--- config.mk ---
export PLATFORM = sky130hd
export DESIGN_NAME = select_scan_mux
export DESIGN_NICKNAME = d
export VERILOG_FILES = /design/src/rtl/select_pkg.sv /design/src/rtl/select_n_to_1.sv /design/src/rtl/select_scan_mux.sv
export SDC_FILE = /design/constraint.sdc
export NUM_CORES = 1
export LEC_CHECK = 0
export CORE_MARGIN = 2
export CORE_UTILIZATION = 50
export CTS_BUF_LIST = sky130_fd_sc_hd__clkbuf_4 sky130_fd_sc_hd__clkbuf_8
export CTS_CLUSTER_DIAMETER = 120
export DETAILED_ROUTE_END_ITERATION = 10
export PLACE_DENSITY_LB_ADDON = 0.12
export SETUP_SLACK_MARGIN = 0.5
export SLEW_MARGIN = 20
export SYNTH_ARGS = -nofsm -noshare
export SYNTH_HDL_FRONTEND = slang
export SYNTH_SLANG_ARGS = --single-unit
--- constraint.sdc ---
create_clock -name clk -period 2.9 [get_ports clk]
set_clock_uncertainty 0.2 [all_clocks]
set_input_delay 0.58 -clock clk [delete_from_list [all_inputs] [get_ports clk]]
set_output_delay 0.58 -clock clk [all_outputs]
set_load 0.05 [all_outputs]
--- src/rtl/select_pkg.sv ---
// select_pkg: shared state encoding and mode constants for the select/scan multiplexer.
package select_pkg;
    typedef enum logic [1:0] {
        IDLE = 2'd0,
        SCAN = 2'd1,
        DONE = 2'd2
    } state_e;
    localparam logic MODE_DIRECT = 1'b0;
    localparam logic MODE_SCAN   = 1'b1;
endpackage

--- src/rtl/select_n_to_1.sv ---
// select_n_to_1: combinational N-to-1 slice mux with an in-range flag.
//   lines_i    packed lines, line g = lines_i[g*DATA_W +: DATA_W]
//   sel_i      line index
//   data_o     selected line, zero when sel_i is out of range
//   in_range_o sel_i < NUM_CH
module select_n_to_1 #(
    parameter int NUM_CH = 16,
    parameter int DATA_W = 2,
    parameter int SEL_W  = $clog2(NUM_CH)
) (
    input  logic [NUM_CH*DATA_W-1:0] lines_i,
    input  logic [SEL_W-1:0]         sel_i,
    output logic [DATA_W-1:0]        data_o,
    output logic                     in_range_o
);
    logic [DATA_W-1:0] line [NUM_CH];
    for (genvar g = 0; g < NUM_CH; g++) begin : g_unpack
        assign line[g] = lines_i[g*DATA_W +: DATA_W];
    end
    // Compare one bit wider so NUM_CH itself is representable.
    assign in_range_o = {1'b0, sel_i} < (SEL_W+1)'(NUM_CH);
    assign data_o     = in_range_o ? line[sel_i] : '0;
endmodule

--- src/rtl/select_scan_mux.sv ---
// select_scan_mux: registered N-to-1 line selector with DIRECT and SCAN (snapshot + stream) modes.
//   clk, reset          rising-edge clock, synchronous active-high reset
//   in_bus              packed input lines
//   mode, select, start DIRECT/SCAN choice, DIRECT index, SCAN start (all sampled in IDLE)
//   out_data/out_index  registered line and its index, qualified by out_valid
//   out_ready           consumer accept during SCAN
//   busy, done          busy in SCAN/DONE, done pulses one cycle after the last line
module select_scan_mux
    import select_pkg::*;
#(
    parameter int   NUM_CH = 16,
    parameter int   DATA_W = 2,
    localparam int  SEL_W  = $clog2(NUM_CH)
) (
    input  logic                     clk,
    input  logic                     reset,
    input  logic [NUM_CH*DATA_W-1:0] in_bus,
    input  logic                     mode,
    input  logic [SEL_W-1:0]         select,
    input  logic                     start,
    output logic [DATA_W-1:0]        out_data,
    output logic [SEL_W-1:0]         out_index,
    output logic                     out_valid,
    input  logic                     out_ready,
    output logic                     busy,
    output logic                     done
);
    localparam logic [SEL_W-1:0] LAST = SEL_W'(NUM_CH - 1);
    state_e                    state_q;
    logic [SEL_W-1:0]          idx_q, idx_d, out_index_q, sel_d;
    logic [NUM_CH*DATA_W-1:0]  shadow_q, src_d;
    logic [DATA_W-1:0]         out_data_q, mux_data;
    logic                      out_valid_q, busy_q, done_q, mux_ok;
    // The mux always computes the value to be registered next: in SCAN that is the
    // following snapshot line; in IDLE it is line[select], or line 0 when a scan starts.
    always_comb begin
        idx_d = idx_q + SEL_W'(1);
        src_d = (state_q == SCAN) ? shadow_q : in_bus;
        sel_d = (state_q == SCAN) ? idx_d : ((mode == MODE_SCAN) ? '0 : select);
    end
    select_n_to_1 #(.NUM_CH(NUM_CH), .DATA_W(DATA_W), .SEL_W(SEL_W)) u_mux (
        .lines_i    (src_d),
        .sel_i      (sel_d),
        .data_o     (mux_data),
        .in_range_o (mux_ok)
    );
    always_ff @(posedge clk) begin
        if (reset) begin
            state_q     <= IDLE;
            idx_q       <= '0;
            shadow_q    <= '0;
            out_data_q  <= '0;
            out_index_q <= '0;
            out_valid_q <= 1'b0;
            busy_q      <= 1'b0;
            done_q      <= 1'b0;
        end else begin
            case (state_q)
                IDLE: begin
                    done_q <= 1'b0;
                    if (mode == MODE_DIRECT) begin
                        out_data_q  <= mux_data;
                        out_index_q <= select;
                        out_valid_q <= mux_ok;
                    end else if (start) begin
                        shadow_q    <= in_bus;
                        idx_q       <= '0;
                        out_data_q  <= mux_data;
                        out_index_q <= '0;
                        out_valid_q <= 1'b1;
                        busy_q      <= 1'b1;
                        state_q     <= SCAN;
                    end else begin
                        out_valid_q <= 1'b0;
                    end
                end
                SCAN: begin
                    if (out_valid_q && out_ready) begin
                        if (idx_q == LAST) begin
                            out_valid_q <= 1'b0;
                            done_q      <= 1'b1;
                            state_q     <= DONE;
                        end else begin
                            idx_q       <= idx_d;
                            out_index_q <= idx_d;
                            out_data_q  <= mux_data;
                        end
                    end
                end
                DONE: begin
                    done_q  <= 1'b0;
                    busy_q  <= 1'b0;
                    state_q <= IDLE;
                end
                default: state_q <= IDLE;
            endcase
        end
    end
    assign out_data  = out_data_q;
    assign out_index = out_index_q;
    assign out_valid = out_valid_q;
    assign busy      = busy_q;
    assign done      = done_q;
endmodule

==> summary.txt, run 1 <==
Status
  – Status: complete, no violations

GRT
  – Number of global-route vias before repair: 2,208
  – Largest net degree at the start of global routing: slightly below 50
  – Initial antenna violation count: 0
  – Gr ovfl total: 0
  – Tot GR Track Use: 24.12%
  – First-pass GRT wire length: about 10 mm

Synthesis
  – Cell variety after synth: between 40 and 50
  – Avg Cell Area, Syn: about 8.0 sq um
  – Synth top area share: 38.72%
  – Cells after Synth: just over 300
  – Synth warnings: 0
  – Post-Synthesis Net Count: 344
  – Register area share after synthesis: 38.72%
  – Netlist Area Pre-Place: 2430 sq um
  – Number of synthesized flops with an enable pin: 0
  – Top post-synthesis cells by area: dfxtp_1, nand2_1, a21oi_1
  – Dominant cell type by area after synthesis: dfxtp_1
  – FF+latch count, synth: 47
  – Main synth FF type: dfxtp_1
  – Post-synth ARST share: 0%

Pwr
  – Tot Pwr: ~1400 uW
  – Flop pwr share: 49.2%
  – Int Pwr: 1008 uW
  – Pwr/cell area: 440.8 nW/um^2
  – Switching Power: 411.8 uW
  – Max VDD drop: 0.2402 mV
  – Clk network pwr share: 26.8%
  – Switching Fraction: between 20% and 30%
  – Comb pwr share: 24.0%
  – Leakage power figure: between 0.001 and 0.0015 uW

STA
  – Relative slew slack: 66.60%
  – Fin crit period: about 2.3 ns
  – Fmax achieved: 0.4329 GHz
  – Setup TNS: 0 ns
  – RSZ-0062 raised after global routing: false
  – Final period util: 79.65%
  – # setup viols final: 0
  – Final Max Tran Viols: 0
  – Final Hold Fails: 0
  – Slew @ Worst Pin: 0.4994 ns

Clock network
  – CTS H-tree lvls: 2
  – TritonCTS clock tree: done
  – Total CTS buffers: 5
  – Clock latency at the later pin of the worst-skew pair: just under 0.3 ns
  – CTS max path bufs: 2
  – Clock slew at reported path FFs: approximately 0.09 ns
  – # clock sinks: 47
  – # hold bufs at CTS: 0
  – Root Driver: clkbuf_8

Cells and area
  – Nets@finish: 400
  – Fin area: 3221 sq um
  – ANT cells: 0
  – Share of layout cells above drive strength 1: 13.37%
  – Final core occ: 68.64%
  – Layout Cells excl Fill: 413
  – Area Growth Syn to Fin: 32.54%

Die
  – Die Area: 5433 sq um
  – Ports: 50
  – Initial core utilization: between 50% and 60%
  – Area of the core: 4692 sq um
  – Row cnt: 25
  – Die height: approximately 74 um
  – Chip width: 73.71 um

Critical path
  – R2R setup slack: 0.59 ns
  – CP max FO: 2
  – Worst Path Arrival: about 2.3 ns
  – Critical path type: reg -> reg
  – Crit path capture type: flip-flop
  – Crit path from: idx_q[0]
  – Reg-to-Reg Start: idx_q[0]
  – Required time of the critical path: 2.93 ns
  – Worst setup path endpoint: out_data[0]
  – R2r worst-path depth: 7
  – FF-to-FF End: out_data[0]
  – Startpoint class of the critical path: flip-flop

Drt
  – Drt total wl: 6.187 mm
  – 1st-iter DRT viols: 202
  – Wire per inst: 14.98 um
  – Vias post-DR: ~2,300
  – Vias per cell: 5.637
  – DRT antenna net count: 0
  – Router iterations before antenna repair: 4
  – DRC Markers: 0

Min path
  – Worst hold path class: reg -> reg

Placed design
  – Post-DP Area: 3005 sq um
  – Dpl cells: 396
  – Port buffer count: 49
  – GPL Wtd Cong: 0.8363
  – Detailed Place HPWL: 4.199 mm

Run
  – Max cap viols: 0
## cell usage in the layout, fill, tap and decap left out, drive strengths merged, types with 3 or more instances in the layout
cell / netlist / routed
nor2: 12 / 12
nor3: 5 / 5
nand3: 5 / 5
buf: 7 / 21
nor2b: 9 / 9
a21oi: 43 / 43
a211oi: 13 / 13
nand2: 84 / 84
mux2i: 20 / 20
clkdlybuf4s50: 0 / 47
and2: 3 / 3
clkbuf: 14 / 5
dfxtp: 47 / 47
o21ai: 7 / 7
clkinv: 0 / 3
mux4: 4 / 4
## how the worst min path moves through the flow
stage	from	end	cells after the start
global placement	shadow_q[23]	shadow_q[23]	2
detailed placement	shadow_q[23]	shadow_q[23]	2
floorplan	shadow_q[12]	shadow_q[12]	2
CTS	shadow_q[23]	shadow_q[23]	2
finish	shadow_q[23]	shadow_q[23]	2
global route	shadow_q[23]	shadow_q[23]	2
## critical path, cell delays in order, from the launching register on
cell and delay [ns]:
dfxtp_2 0.35, ha_4 0.24, and3b_2 0.23, a31oi_4 0.20, mux4_2 0.51, mux2_4 0.28, a2bb2oi_1 0.13, a21oi_1 0.11
## power by group through the flow
stage	Combinational [uW]	Sequential, uW	Clock [uW]
2_1_floorplan	159	741	0
3_3_place_gp	317	711	0
3_5_place_dp	321	712	0
4_1_cts	335	697	392
5_1_grt	371	702	417
6_report	341	698	381
## layout make-up
cell class                      instances  area, sq um
Clock buffer                            5        68.82
Clock inverter                          3        15.01
Fill cell                             404         1471
Inverter                                2        7.507
Multi-Input combinational cell        232         1423
Sequential cell                        47        944.7
Tap cell                               54        67.56
Timing Repair Buffer                   70        694.4
## per-stage QoR
step	setup WS [ns]	hold slack (ns)
after global routing	0.4922	0.2674
after global placement	0.1842	0.2380
after floorplan	0.5839	0.2317
final	0.5900	0.2537
after CTS	0.5007	0.2559
after detailed placement	0.1187	0.2441
## synthesized netlist by cell type, drive strengths merged, types with 3 or more instances
| cell | count |
|---|---|
| a211oi | 13 |
| a21oi | 43 |
| and2 | 3 |
| buf | 7 |
| clkbuf | 14 |
| dfxtp | 47 |
| mux2i | 20 |
| mux4 | 4 |
| nand2 | 84 |
| nand3 | 5 |
| nor2 | 12 |
| nor2b | 9 |
| nor3 | 5 |
| o21ai | 7 |
## routing by layer
metal  up-vias  global-route usage (%)  routed length [um]
li1       1175                       -                   -
met1      1083                   32.23                2812
met2        62                   39.58                3026
met3         8                   4.527                 268
met4         0                   7.071                  79
met5         -                       0                   0
## cells by family after synthesis
| group | count (synthesis) | share of synthesized area, % |
|---|---|---|
| compound gates | 75 | 19.10 |
| xor+xnor | 2 | 0.7210 |
| fa+ha+maj | 1 | 0.5149 |
| buf+inv | 23 | 4.634 |
| flops | 47 | 38.72 |
| mux | 26 | 13.39 |
| simple gates | 128 | 22.91 |
## state kept, by name (all words and copies together), names as in the netlist
signal     cells
busy           1
done           1
idx_q          4
out_data       2
out_index      4
out_valid      1
shadow_q      32
state_q        2
## timing repair
action,4_1_cts,5_1_grt
gates resized for setup,8,7
setup buffers,5,3
gates cloned,1,0
endpoints found under the setup margin,1,1
hold endpoints to repair,0,0
pin swaps,3,2
No activity file was read; power rests on OpenSTA's default activity.
==> inputs of run 2 (changes only) <==
==> constraint.sdc (replaced) <==
create_clock -name clk -period 2.3 [get_ports clk]
set_clock_uncertainty 0.2 [all_clocks]
set_input_delay 0.46 -clock clk [delete_from_list [all_inputs] [get_ports clk]]
set_output_delay 0.46 -clock clk [all_outputs]
set_load 0.05 [all_outputs]
==> summary.txt, run 2 (synthesized netlist as in run 1, its figures left out) <==
Pwr
  – Pwr/cell area: roughly 600 nW/um^2
  – Max VDD drop: 0.3107 mV
  – Leakage power figure: 0.001260 uW

STA
  – Slew @ Worst Pin: 0.3292 ns
  – Fmax achieved: 0.4378 GHz
  – # setup viols final: 0
  – Final period util: 99.30%
  – RSZ-0062 raised after global routing: true
  – Final Hold Fails: 0
  – Relative slew slack: 78.05%
  – Setup TNS: 0 ns
  – Hold Slack: 0.2521 ns
  – Final Max Tran Viols: 0
  – Fin crit period: 2.284 ns

Critical path
  – Startpoint class of the critical path: flip-flop
  – Reg-to-Reg Start: idx_q[1]
  – Critical path type: reg -> reg
  – CP max-delay cell: mux4_2
  – Worst Path Arrival: 2.33 ns
  – Max incr delay on CP: 0.52 ns
  – R2r worst-path depth: 7
  – Crit path capture type: flip-flop
  – CP max FO: 2
  – Worst path cell trace: ha_4 -> and3b_2 -> a31oi_4 -> mux4_2 -> mux2_4 -> a2bb2oi_2 -> a21oi_1
  – Required time of the critical path: about 2.3 ns
  – Crit path from: idx_q[1]

Drt
  – DRT antenna net count: 0
  – Wire per inst: 15.20 um
  – Drt total wl: 6.415 mm
  – DRC Markers: 0
  – Vias per cell: 5.626
  – 1st-iter DRT viols: around 130
  – Vias post-DR: 2,374
  – Router iterations before antenna repair: 4

Clock network
  – # clock sinks: 47
  – Total CTS buffers: 5
  – # hold bufs at CTS: 0
  – TritonCTS clock tree: done
  – CTS max path bufs: 2
  – Clock latency at the later pin of the worst-skew pair: 0.30 ns
  – CTS H-tree lvls: 2
  – Root Driver: clkbuf_8
  – Clock slew at reported path FFs: 0.09 ns

Cells and area
  – Nets@finish: 409
  – Multi-input logic area: 1431 sq um
  – Most flops, register: shadow_q
  – Max FFs per register: 32
  – Commonest non-fill, non-tap cells in the layout: nand2_1, a21oi_1, dfxtp_1
  – Share of layout cells above drive strength 1: 18.75%
  – Sequential Area: 948.4 sq um
  – Leading cell type in the layout, fill and taps excluded: nand2_1
  – Final core occ: 71.25%
  – ANT cells: 0
  – Area Growth Syn to Fin: 37.59%
  – Filler cells: 361
  – Fin area: 3343 sq um

GRT
  – Met3 Usage GRT: 4.390%
  – GR Util met1: ~33%
  – Number of global-route vias before repair: 2,147
  – Initial antenna violation count: 0
  – Grt peak-use layer: met2
  – Gr ovfl total: 0
  – Largest net degree at the start of global routing: 33
  – Tot GR Track Use: between 20% and 30%
  – GR Util met2: 39.68%
  – First-pass GRT wire length: 10.25 mm

Min path
  – Hold depth: 2
  – Hold wc startpoint: shadow_q[19]
  – Worst hold path class: reg -> reg

Die
  – Ports: 50
  – Die height: 73.71 um
  – Chip width: around 74 um
  – Area of the core: 4692 sq um
  – Row cnt: 25
  – Initial core utilization: 51.79%
  – Die Area: 5433 sq um

Status
  – Status: complete, no violations

Placed design
  – GPL Wtd Cong: about 0.85
  – Post-DP Area: 3134 sq um
  – Detailed Place HPWL: between 4 and 5 mm
  – Port buffer count: 49

Run
  – Max cap viols: 0
[run 2: cell count changes in the layout (fill, tap and decap cells not counted), sizes merged]
cell / previous run / this run
buf: 21 / 30
bufinv: 0 / 2
clkbuf: 5 / 8
clkdlybuf4s15: 0 / 7
clkdlybuf4s50: 47 / 38
clkinv: 3 / 0
[run 2: final timing paths]
kind,slack (ns),end
max,0.02,out_data[0]
min,0.25,shadow_q[19]
max reg2reg,0.02,out_data[0]
min reg2reg,0.25,shadow_q[19]
[run 2: final cells by class]
class / instances / share of cell area, %
repair buffers: 79 / 22.49
multi-input cells: 232 / 42.81
flip-flops and latches: 47 / 28.37
clock inverters: 2 / 1.796
inverters: 2 / 0.2246
clock buffers: 6 / 2.283
well taps: 54 / 2.021
[run 2: metal layers]
metal  vias to the layer above  part of all wire [%]
met5                         -                     0
met4                         0                   1.4
met3                        13                   5.2
met2                        76                    49
met1                      1106                    44
li1                       1179                     -
[run 2: worst max-delay path: cells and delay by family (launching register included)]
family | cells | cell delay, ns
adder cells (fa/ha/maj) | 1 | 0.23
AO/OA/AOI/OAI | 3 | 0.43
AND/OR/NAND/NOR | 1 | 0.22
flip-flops | 1 | 0.35
multiplexers | 2 | 0.80
[run 2: what timing repair did]
item / in CTS / in global routing
pin swaps: 5 / 0
endpoints found under the setup margin: 16 / 10
gates resized for setup: 33 / 11
cloned: 0 / 0
setup buffers: 4 / 0
[run 2: through the flow]
step / cells / worst slack [ns] / total power, uW
floorplan: 302 / 0.03233 / 1140
global route: 422 / -0.05888 / 2132
finish: 422 / 0.01609 / 2049
detailed placement: 410 / -0.3177 / 1329
global placement: 410 / -0.2753 / 1323
CTS: 422 / 0.02954 / 2060
[run 2: power by group]
group	internal [uW]	switching, uW
Sequential	854	23.6
Combinational	215	229
Clock	446	282
Total	1510	535
==> inputs of run 3 (changes only) <==
--- a/config.mk
+++ b/config.mk
@@ -8,7 +8,6 @@
 export CORE_MARGIN = 2
 export CORE_UTILIZATION = 50
 export CTS_BUF_LIST = sky130_fd_sc_hd__clkbuf_4 sky130_fd_sc_hd__clkbuf_8
-export CTS_CLUSTER_DIAMETER = 120
 export DETAILED_ROUTE_END_ITERATION = 10
 export PLACE_DENSITY_LB_ADDON = 0.12
 export SETUP_SLACK_MARGIN = 0.5
==> results of run 3 <==
No change in the layout: final DEF, timing and power equal those of run 2.
